==> config.mk <==
export PLATFORM = sky130hd
export DESIGN_NAME = sb_tx_scheduler
export DESIGN_NICKNAME = d
export VERILOG_FILES = /design/src/rtl/sb_tx_pkg.sv /design/src/rtl/sb_rr_arbiter.sv /design/src/rtl/sb_tx_scheduler.sv
export SDC_FILE = /design/constraint.sdc
export NUM_CORES = 1
export LEC_CHECK = 0
export CAP_MARGIN = 20
export CORE_AREA = 2 2 229 231
export CTS_BUF_LIST = sky130_fd_sc_hd__clkbuf_8 sky130_fd_sc_hd__clkbuf_16
export CTS_CLUSTER_SIZE = 16
export DETAILED_ROUTE_END_ITERATION = 10
export DIE_AREA = 0 0 231 233
export PLACE_DENSITY = 0.51
export SYNTH_ARGS = -nofsm -noshare
export SYNTH_HDL_FRONTEND = slang
export SYNTH_SLANG_ARGS = --single-unit
export TNS_END_PERCENT = 100
==> constraint.sdc <==
create_clock -name i_clk -period 3.9 [get_ports i_clk]
set_input_delay 0.39 -clock i_clk [delete_from_list [all_inputs] [get_ports i_clk]]
set_output_delay 0.39 -clock i_clk [all_outputs]
set_load 0.02 [all_outputs]
==> src/rtl/sb_tx_pkg.sv <==
// sb_tx_pkg: shared state type, word width and index helper for the sideband TX scheduler
package sb_tx_pkg;
  localparam int SB_WORD_W = 64;
  typedef enum logic [2:0] {IDLE, LOAD_HDR, WAIT_HDR, LOAD_DATA, WAIT_DATA, GAP} sb_tx_state_e;
  // position of the set bit in a one-hot vector of up to 8 requesters (0 when empty)
  function automatic logic [2:0] sb_onehot_to_idx(input logic [7:0] oh);
    logic [2:0] idx;
    idx = '0;
    for (int i = 0; i < 8; i++) if (oh[i]) idx = idx | 3'(i);
    return idx;
  endfunction
endpackage

==> src/rtl/sb_rr_arbiter.sv <==
// sb_rr_arbiter: combinational round-robin pick; SB_TX_PRIORITY_EN gives requester 0 fixed top priority
module sb_rr_arbiter import sb_tx_pkg::*; #(
  parameter int N_REQ = 4
) (
  input  logic [N_REQ-1:0]         req,
  input  logic [$clog2(N_REQ)-1:0] ptr,
  output logic [$clog2(N_REQ)-1:0] idx,
  output logic [$clog2(N_REQ)-1:0] ptr_nxt,
  output logic                     valid
);
  localparam int IDX_W = $clog2(N_REQ);
  logic             win0;
  logic [N_REQ-1:0] cand, hi, pick, oh;
`ifdef SB_TX_PRIORITY_EN
  assign win0 = req[0];
  assign cand = {req[N_REQ-1:1], 1'b0};
`else
  assign win0 = 1'b0;
  assign cand = req;
`endif
  // requesters at or above the pointer first, otherwise wrap to the lowest one
  assign hi      = cand & ({N_REQ{1'b1}} << ptr);
  assign pick    = |hi ? hi : cand;
  assign oh      = pick & (~pick + N_REQ'(1));
  assign idx     = win0 ? '0 : IDX_W'(sb_onehot_to_idx(8'(oh)));
  assign valid   = |req;
  assign ptr_nxt = win0 ? ptr : idx == IDX_W'(N_REQ - 1) ? '0 : idx + IDX_W'(1);
endmodule

==> src/rtl/sb_tx_scheduler.sv <==
// sb_tx_scheduler: sequences header/data words of N sideband requesters into the serializer with an idle gap (option: SB_TX_PRIORITY_EN)
module sb_tx_scheduler import sb_tx_pkg::*; #(
  parameter int N_REQ      = 4,
  parameter int WORD_W     = SB_WORD_W,
  parameter int GAP_CYCLES = 4
) (
  input  logic                    i_clk,
  input  logic                    i_rst_n,
  input  logic [N_REQ-1:0]        i_req,
  input  logic [N_REQ*WORD_W-1:0] i_hdr,
  input  logic [N_REQ*WORD_W-1:0] i_data,
  input  logic [N_REQ-1:0]        i_has_data,
  output logic [N_REQ-1:0]        o_gnt,
  output logic [WORD_W-1:0]       o_ser_data,
  output logic                    o_ser_valid,
  input  logic                    i_ser_ack,
  input  logic                    i_ser_done,
  output logic                    o_busy
);
  localparam int IDX_W = $clog2(N_REQ);
  localparam int CNT_W = GAP_CYCLES > 1 ? $clog2(GAP_CYCLES) : 1;
  localparam logic [CNT_W-1:0] GAP_LD = CNT_W'(GAP_CYCLES > 0 ? GAP_CYCLES - 1 : 0);
  localparam sb_tx_state_e END_ST = GAP_CYCLES == 0 ? IDLE : GAP;
  sb_tx_state_e      state;
  logic [IDX_W-1:0]  ptr, idx, ptr_nxt;
  logic              arb_valid, has_data_q;
  logic [WORD_W-1:0] data_q;
  logic [CNT_W-1:0]  cnt;
  sb_rr_arbiter #(.N_REQ(N_REQ)) u_arb (
    .req     (i_req),
    .ptr     (ptr),
    .idx     (idx),
    .ptr_nxt (ptr_nxt),
    .valid   (arb_valid)
  );
  assign o_busy = state != IDLE;
  // packet FSM: grant and latch in IDLE, valid/ack per word, done to advance, then idle gap
  always_ff @(posedge i_clk or negedge i_rst_n) begin
    if (!i_rst_n) begin
      state       <= IDLE;
      ptr         <= '0;
      cnt         <= '0;
      o_gnt       <= '0;
      o_ser_data  <= '0;
      o_ser_valid <= 1'b0;
      data_q      <= '0;
      has_data_q  <= 1'b0;
    end else begin
      o_gnt <= '0;
      case (state)
        IDLE: if (arb_valid) begin
          state       <= LOAD_HDR;
          ptr         <= ptr_nxt;
          o_gnt       <= N_REQ'(1) << idx;
          o_ser_data  <= i_hdr[idx*WORD_W +: WORD_W];
          o_ser_valid <= 1'b1;
          data_q      <= i_data[idx*WORD_W +: WORD_W];
          has_data_q  <= i_has_data[idx];
        end
        LOAD_HDR, LOAD_DATA: if (i_ser_ack) begin
          o_ser_valid <= 1'b0;
          state       <= state == LOAD_HDR ? WAIT_HDR : WAIT_DATA;
        end
        WAIT_HDR: if (i_ser_done) begin
          if (has_data_q) begin
            state       <= LOAD_DATA;
            o_ser_data  <= data_q;
            o_ser_valid <= 1'b1;
          end else begin
            state <= END_ST;
            cnt   <= GAP_LD;
          end
        end
        WAIT_DATA: if (i_ser_done) begin
          state <= END_ST;
          cnt   <= GAP_LD;
        end
        GAP: if (cnt == '0) state <= IDLE; else cnt <= cnt - CNT_W'(1);
        default: state <= IDLE;
      endcase
    end
  end
endmodule

==> metrics <==
kind of critical path=in2reg; Slew @ Worst Pin=986 ps; Main synth FF type=dfrtp_1; switching share of power=43.0%; share of layout cells above drive strength 1=13.4%; post-CTS setup buffer count=0; Psw=4.69 mW; DR WL/cell=20.5 um; final setup margin=1160 ps; multiplexer share of the synthesized area=21.8%; number of fillers in the final layout=5316; EDFF count, synth=0; post_cts resized=0; I/O pin count=594; cell accounting for the most synthesized area=dfrtp_1; critical path required time=4190 ps; nets@finish=2100; Post-Synthesis Net Count=1559; Critical R2R Launch=ptr[1]; max_slew headroom=34.3%; CTS hold repair buffers=0; Placed Cells=2235; FF-to-FF setup slack=1230 ps; post-synth top area share=36.4%; diode count=0; Iter 0 DRT Violations=453; RSZ-0062 raised after global routing=no; Setup TNS=0 ps; combinational share of power=60.7%; Leak=6.45 nW; Synth top cells by count=dfrtp_1, nand2_1, mux2_2; Cell Pwr Density=643 mW/mm^2; synthesized area per cell=9.40 sq um; latest clock arrival within the worst-skew pair=450 ps; worst vdd ir=0.481 mV; main area contributors after synthesis=dfrtp_1, mux2_2, mux2i_1; CTS Buffer Depth=2; adder-cell share of the synthesized area=0.258%; initial antenna violation count=1; gpl congestion=0.796; post-route cell area=0.0170 sq mm; port bufs=593; Fin. Hold Viols=0; Compound-Gate Fraction of Synth Area=20.8%; Async S/R FF share, synth=100%; Synth Instances=1033; Post-Syn Area=0.00971 sq mm; Final ANT Viol Nets=0; Max Cap Viol=0; Yosys warning count=0; Starting Density=19.0%; H-tree levels=4; Worst Path Max Fanout=35; Arr. time, crit path=3030 ps; crit path capture type=flip-flop; Clock Skew=10.8 ps; Area Growth Syn to Fin=75.0%; fmax=365 MHz; XOR/XNOR Fraction of Synth Area=0%; routed vias=10555; Core Footprint=0.0511 sq mm; FF+latch area=0.00353 sq mm; pre-CTS setup slack=705 ps; most common cell in the netlist=dfrtp_1; Seq pwr share=24.1%; CTS sink cnt=141; routed vias/inst=4.66; synth unique cells=39; r2r endpoint=data_q[29]; CTS root buffer=clkbuf_16; post-synthesis sequential area ratio=36.4%; clock share of power=15.2%; vias in the first global route=11163; drt drc=0; final max-slew violation count=0; Final Non-Filler Cells=2266; reg2reg path depth=7; Pwr Total=10.9 mW; Final Critical Period=2740 ps; simple-gate share of the synthesized area=14.5%; largest family of logic cells by synthesized area=multiplexers; Worst-path clk slew=60 ps; Final period util=70.2%; first-pass GRT wire length=68700 um; multi-input logic area=0.00563 sq mm; CTS tree=built; placed cell areas=0.0164 sq mm; overall routing resource usage=16.9%; largest net degree at the start of global routing=84; Die Span X=231 um; drt pass-1 iters=4; die area=0.0538 sq mm; Worst Hold Class=in2async; Num CTS Buffers=17; row cnt=83; Synth Register Bits=141; Die H=233 um; status=finished, final reports clean; GRT overflow=0; hpwl dp=34800 um; DRT Wirelength=46500 um; crit start category=input pin; setup violators final=0; internal power=6.23 mW
-- kinds of logic after synthesis --
kind of cell | count (synthesis)
AND/OR/NAND/NOR | 293
AO/OA/AOI/OAI | 284
flip-flops | 141
buffers and inverters | 118
adder cells (fa/ha/maj) | 2
multiplexers | 195
-- worst max-delay path by stage --
stage,start,to,slack (ps),cells after the start
2_1_floorplan,ptr[1],ptr[1],1840,10
3_3_place_gp,i_req[0],data_q[28],790,8
3_5_place_dp,i_req[0],data_q[28],700,8
4_1_cts,i_req[0],data_q[34],1210,8
5_1_grt,i_req[0],data_q[33],990,8
6_report,i_req[0],data_q[29],1160,8
-- flip-flops by register name (all words and copies together), names as in the netlist --
| name | flops |
|---|---|
| has_data_q | 1 |
| o_ser_data | 64 |
| data_q | 64 |
| state | 3 |
| o_gnt | 4 |
| cnt | 2 |
| o_ser_valid | 1 |
| ptr | 2 |
-- cell type report --
type,count,share of cell area (%)
inverters,8,0.192
well taps,680,5.01
multi-input cells,774,33.1
flip-flops and latches,141,20.8
clock inverters,12,0.707
clock buffers,19,2.67
repair buffers,632,37.5
-- stage by stage --
step	hold WS (ps)	utilization (%)
global route	55.1	33.2
detailed placement	477	32.1
global placement	470	32.1
CTS	27.0	33.2
finish	5.82	33.2
floorplan	94.4	-
-- power groups by stage --
stage	logic [mW]	clock network, mW	registers [mW]
finish	6.63	1.66	2.63
floorplan	3.68	0	2.97
CTS	6.73	1.73	2.63
global route	7.19	1.78	2.72
detailed placement	6.72	0	2.66
global placement	6.67	0	2.63
-- critical path: stages --
cell             delay [ps]
clkdlybuf4s50_1         650
a21boi_1                180
o221ai_4                660
buf_12                  280
buf_12                  230
mux2_2                  360
nand3_1                  80
o211ai_1                100
-- cells in the final DEF, fill, tap and decap left out, drive strengths merged, types with 6 or more instances in the layout --
cell type / count
dfrtp: 141
buf: 40
clkbuf: 19
o221ai: 65
a21oi: 8
mux2: 130
a31oi: 66
mux2i: 65
nand2b: 65
clkdlybuf4s50: 592
o22ai: 67
nand3: 66
o21ai: 6
nor2: 11
clkinv: 8
o211ai: 65
nand2: 138
inv: 9
-- routing by layer --
layer  up-vias  share of wire, %  track usage, %
li1       5008                 -               -
met1      5102                41            20.2
met2       402                51            30.0
met3        43               6.0            3.37
met4         0               2.0            5.54
met5         -                 0               0
(Power assumes the default switching activity.)
